File: src/rtl/ir_tx_sequencer.sv
// IrDA SIR transmit sequencer: frames bytes (start, data LSB-first, stop) onto ir_tx using baud generator ticks.
// Optional even-parity bit is built in when IR_TX_PARITY_EN is defined.
module ir_tx_sequencer #(
    parameter int DATA_BITS = 8,
    parameter int STOP_BITS = 1
) (
    input  logic                 clock,
    input  logic                 reset,
    input  logic [DATA_BITS-1:0] tx_data,
    input  logic                 tx_valid,
    output logic                 tx_ready,
    output logic                 baud_enable,
    input  logic                 baud_full,
    input  logic                 baud_pulse,
    output logic                 ir_tx,
    output logic                 busy,
    output logic                 frame_done
);

    localparam int CW = (DATA_BITS > 1) ? $clog2(DATA_BITS) : 1;
    localparam logic [CW-1:0] LAST_BIT = CW'(DATA_BITS - 1);

    typedef enum logic [2:0] {
        IDLE,
        START,
        DATA,
`ifdef IR_TX_PARITY_EN
        PARITY,
`endif
        STOP
    } state_t;

    state_t               state;
    logic [DATA_BITS-1:0] shift;
    logic [CW-1:0]        bit_cnt;
    logic                 stop_cnt;
    logic                 cur_bit;
    logic                 tick;
`ifdef IR_TX_PARITY_EN
    logic                 parity_bit;
`endif

    // Generator ticks only count while this block has the generator enabled.
    assign tick = baud_enable & baud_full;

    always_comb begin
        cur_bit = 1'b1;
        case (state)
            START:   cur_bit = 1'b0;
            DATA:    cur_bit = shift[0];
`ifdef IR_TX_PARITY_EN
            PARITY:  cur_bit = parity_bit;
`endif
            default: cur_bit = 1'b1;
        endcase
    end

    always_ff @(posedge clock or negedge reset) begin
        if (!reset) begin
            state       <= IDLE;
            shift       <= '0;
            bit_cnt     <= '0;
            stop_cnt    <= 1'b0;
            tx_ready    <= 1'b1;
            baud_enable <= 1'b0;
            busy        <= 1'b0;
            ir_tx       <= 1'b0;
            frame_done  <= 1'b0;
`ifdef IR_TX_PARITY_EN
            parity_bit  <= 1'b0;
`endif
        end else begin
            frame_done <= 1'b0;
            ir_tx      <= (state != IDLE) & ~cur_bit & baud_pulse & baud_enable;
            case (state)
                IDLE: begin
                    if (tx_valid && tx_ready) begin
                        shift       <= tx_data;
                        bit_cnt     <= '0;
                        stop_cnt    <= 1'b0;
                        tx_ready    <= 1'b0;
                        baud_enable <= 1'b1;
                        busy        <= 1'b1;
                        state       <= START;
`ifdef IR_TX_PARITY_EN
                        parity_bit  <= ^tx_data;
`endif
                    end
                end
                START: begin
                    if (tick) state <= DATA;
                end
                DATA: begin
                    if (tick) begin
                        shift <= shift >> 1;
                        if (bit_cnt == LAST_BIT) begin
`ifdef IR_TX_PARITY_EN
                            state <= PARITY;
`else
                            state <= STOP;
`endif
                        end else begin
                            bit_cnt <= bit_cnt + 1'b1;
                        end
                    end
                end
`ifdef IR_TX_PARITY_EN
                PARITY: begin
                    if (tick) state <= STOP;
                end
`endif
                STOP: begin
                    if (tick) begin
                        if (int'(stop_cnt) == STOP_BITS - 1) begin
                            state       <= IDLE;
                            frame_done  <= 1'b1;
                            tx_ready    <= 1'b1;
                            baud_enable <= 1'b0;
                            busy        <= 1'b0;
                            stop_cnt    <= 1'b0;
                        end else begin
                            stop_cnt <= 1'b1;
                        end
                    end
                end
                default: state <= IDLE;
            endcase
        end
    end

endmodule

File: config.mk
export PLATFORM = sky130hd
export DESIGN_NAME = ir_tx_sequencer
export DESIGN_NICKNAME = d
export VERILOG_FILES = /design/src/rtl/ir_tx_sequencer.sv
export SDC_FILE = /design/constraint.sdc
export NUM_CORES = 1
export LEC_CHECK = 0
export CORE_ASPECT_RATIO = 1.25
export CORE_UTILIZATION = 46
export CTS_CLUSTER_SIZE = 14
export DETAILED_ROUTE_END_ITERATION = 7
export PLACE_DENSITY_LB_ADDON = 0.25
export SETUP_SLACK_MARGIN = 0.1
export SLEW_MARGIN = 20
export SYNTH_ARGS = -nofsm -noshare
export SYNTH_HDL_FRONTEND = slang
export SYNTH_SLANG_ARGS = --single-unit
File: constraint.sdc
create_clock -name clock -period 1.69 [get_ports clock]
set_input_delay 0.2535 -clock clock [delete_from_list [all_inputs] [get_ports clock]]
set_output_delay 0.2535 -clock clock [all_outputs]
set_load 0.005 [all_outputs]
==> results by group <==
Clocking
  • CTS max path bufs: 2
  • H-tree depth: 1
  • Clock transition at path regs: 0.10 ns
  • Num CTS Buffers: 3
  • Num Clock Sinks: 17
  • TritonCTS clock tree: yes
  • Root Buffer: clkbuf_4
  • CTS Hold Bufs: 0
  • Skew-Pair Late Insertion Delay: 0.30 ns

Place
  • Hpwl dp: 1440 µm
  • Port Buffers: 17
  • Placement Setup Slack: -0.124 ns
  • Placer Congestion: 0.766
  • Placed cell count: 127

Synth
  • Top-area cell type share of the netlist area: 39.7%
  • Syn Nets: around 100
  • Mapped Area: a little over 1000 µm²
  • YS warnings: 0
  • Leading post-synthesis cells by cell area: dfrtp_1, mux2_2, mux2_4, ha_1, mux2i_1
  • Share of flip-flops with an asynchronous set or reset: between 90% and 100%
  • Cell taking the most area after synthesis: dfrtp_1
  • Seq cells post-synth: 17
  • Mapped Avg Cell Area: 12.3 µm²
  • Most common cell in the netlist: dfrtp_1
  • Share of the yosys chip area belonging to registers: 42.3%
  • Post-synth top flop: dfrtp_1
  • Synth Instances: 82
  • Count of cell types in the netlist: 26
  • Commonest cells post-synth: dfrtp_1, mux2_2, inv_1
  • Number of synthesized flops with an enable pin: 0

Finish
  • Area growth, synth to finish: 39.5%
  • Non-filler cells, final: around 140
  • Fillers: roughly 150
  • Fin nets: 137
  • Diodes inserted: 0
  • Share of cells above drive strength 1: 47.4%

Route
  • Met3 wire len: ~33 µm
  • DRT iter0 DRCs: 11
  • Met2 routed wirelength: 1040 µm
  • Via count: 729
  • DRT antenna net count: 0
  • DRC: 0
  • Avg WL per Cell: about 14 µm
  • Metal-1 WL: between 800 and 900 µm
  • DR pass1 iterations: 6
  • Post-DR vias/cell: 5.36
  • Max layer used: met4
  • DRT Wirelength: around 2000 µm

Floorplan
  • Std-Cell Rows: 18
  • Die X: 43.9 µm
  • Initial Utilization: 49.8%
  • Io pins: 18
  • Full die area: 2390 µm²
  • Die span in y: 54.4 µm
  • Core area: 2030 µm²

Timing
  • Min Hold Slack: 0.205 ns
  • Setup Skew: between 0.009 and 0.01 ns
  • Final Critical Period: 1.69 ns
  • Slack of the critical path: -0.00150 ns
  • Tightest Pin Transition: 0.351 ns
  • Relative slew slack: 76.6%
  • # setup viols final: 1
  • Final hold vios: 0
  • RSZ-0062 raised after global routing: yes
  • Max frequency: 0.591 GHz
  • Pins Over Slew Limit: 0
  • Final critical-path share of the clock period: 100%

Critical path
  • Crit path max fanout: 4
  • Worst setup SP type: register
  • Crit end category: register
  • Data arrival time of the critical path: around 1.9 ns
  • WS Path Type: reg2reg
  • R2R setup slack: -0.002 ns
  • Reg-to-reg endpoint: state[0]
  • CP required: around 1.9 ns
  • Worst R2R Path Depth: 5
  • R2r startpoint: state[1]

Power
  • Sw frac: 22.2%
  • Clk network pwr share: about a third
  • Comb pwr share: 9.5%
  • NetSw: 0.158 mW
  • Power Dens Cells: roughly 510 nW/µm²
  • Leak pwr: 0.614 nW
  • Peak supply drop: 0.526 mV
  • Reg power frac: between 50% and 60%
  • Internal power: 0.555 mW

Global routing
  • Total GRT Usage: 19.9%
  • Number of global-route vias before repair: 746
  • Overflow after GRT: 0
  • Global-route wire length before repair: 3360 µm
  • Largest net degree at the start of global routing: 12
  • Initial antenna violation count: 0

Status
  • Failing checks: negative setup slack
  • Outcome: finished with violations

Min path
  • Worst hold path class: in2async

Job
  • Max-cap viol count: 0
==> per-stage QoR <==
stage / TNS (ns) / util, % / cell area [µm²] / total power [mW]
after CTS: -0.000310 / 68.8 / 1400 / 0.722
after detailed placement: -0.976 / 62.7 / 1270 / 0.497
final: -0.00150 / 69.5 / 1410 / 0.713
after floorplan: 0 / - / 1020 / 0.449
after global routing: -0.593 / 69.5 / 1410 / 0.735
after global placement: -0.773 / 62.7 / 1270 / 0.494
==> layout by cell type (no fill, tap or decap), types with 2 or more instances in the layout <==
cell type        instances
mux2i_1                  3
ha_1                     3
dfrtp_1                 14
inv_1                    6
o221ai_2                 3
a2bb2oi_1                2
nor2b_1                  2
ha_4                     2
nand2_1                  4
buf_6                    4
clkdlybuf4s50_1         16
buf_4                   13
nand3_1                  3
mux2_4                   9
dfrtp_2                  2
clkbuf_4                 3
mux2_2                   6
ha_2                     2
o21ai_0                  3
==> worst max-delay path by stage <==
stage	startpoint	endpoint	cells past startpoint
after floorplan	state[1]	shift[1]	6
after global placement	baud_full	shift[7]	5
after detailed placement	tx_valid	shift[7]	5
after CTS	state[1]	state[0]	5
after global routing	state[1]	state[0]	5
final	state[1]	state[0]	5
==> area by class of cell <==
type	instances	area (µm²)	area share (%)
multi-input cells	53	584	41.5
flip-flops and latches	17	429	30.5
repair buffers	34	312	22.1
inverters	8	32.5	2.31
clock buffers	4	26.3	1.87
well taps	20	25.0	1.78
==> critical path, stage by stage (launching register included) <==
cell	delay, ns
dfrtp_1	0.44
inv_2	0.08
ha_4	0.17
a21boi_4	0.15
a2111oi_4	0.40
mux2_4	0.33
==> per-layer routing <==
metal | vias up | global-route usage, %
met3 | 4 | 1.98
li1 | 359 | -
met4 | 0 | 10.6
met5 | - | 0
met2 | 11 | 36.1
met1 | 355 | 23.1
==> cells by family (layout without fill, tap and decap cells) <==
| kind of cell | count (synthesis) | count (layout) | share of synthesized area [%] |
|---|---|---|---|
| AND/OR/NAND/NOR | 15 | 15 | 7.56 |
| multiplexers | 18 | 18 | 21.9 |
| AO/OA/AOI/OAI | 13 | 13 | 13.1 |
| buffers and inverters | 12 | 46 | 6.44 |
| adder cells (fa/ha/maj) | 7 | 7 | 8.67 |
| flip-flops | 17 | 17 | 42.3 |
==> power by group through the flow <==
stage | sequential, mW | combinational (mW) | clock, mW
floorplan | 0.427 | 0.0217 | 0
global placement | 0.428 | 0.0661 | 0
detailed placement | 0.429 | 0.0675 | 0
CTS | 0.421 | 0.0690 | 0.231
global route | 0.422 | 0.0733 | 0.239
finish | 0.422 | 0.0676 | 0.224
==> registers in the layout, indices dropped and copies added, names as in the netlist <==
signal,count
bit_cnt,3
busy,1
frame_done,1
ir_tx,1
shift,8
state,2
tx_ready,1
==> what timing repair did <==
action                                  4_1_cts  5_1_grt
resized for setup                            16        5
buffers inserted                              6        1
endpoints found under the setup margin       15       13
pin swaps                                     1        2
hold endpoints to repair                      0        0
No activity file was read; power rests on OpenSTA's default activity.
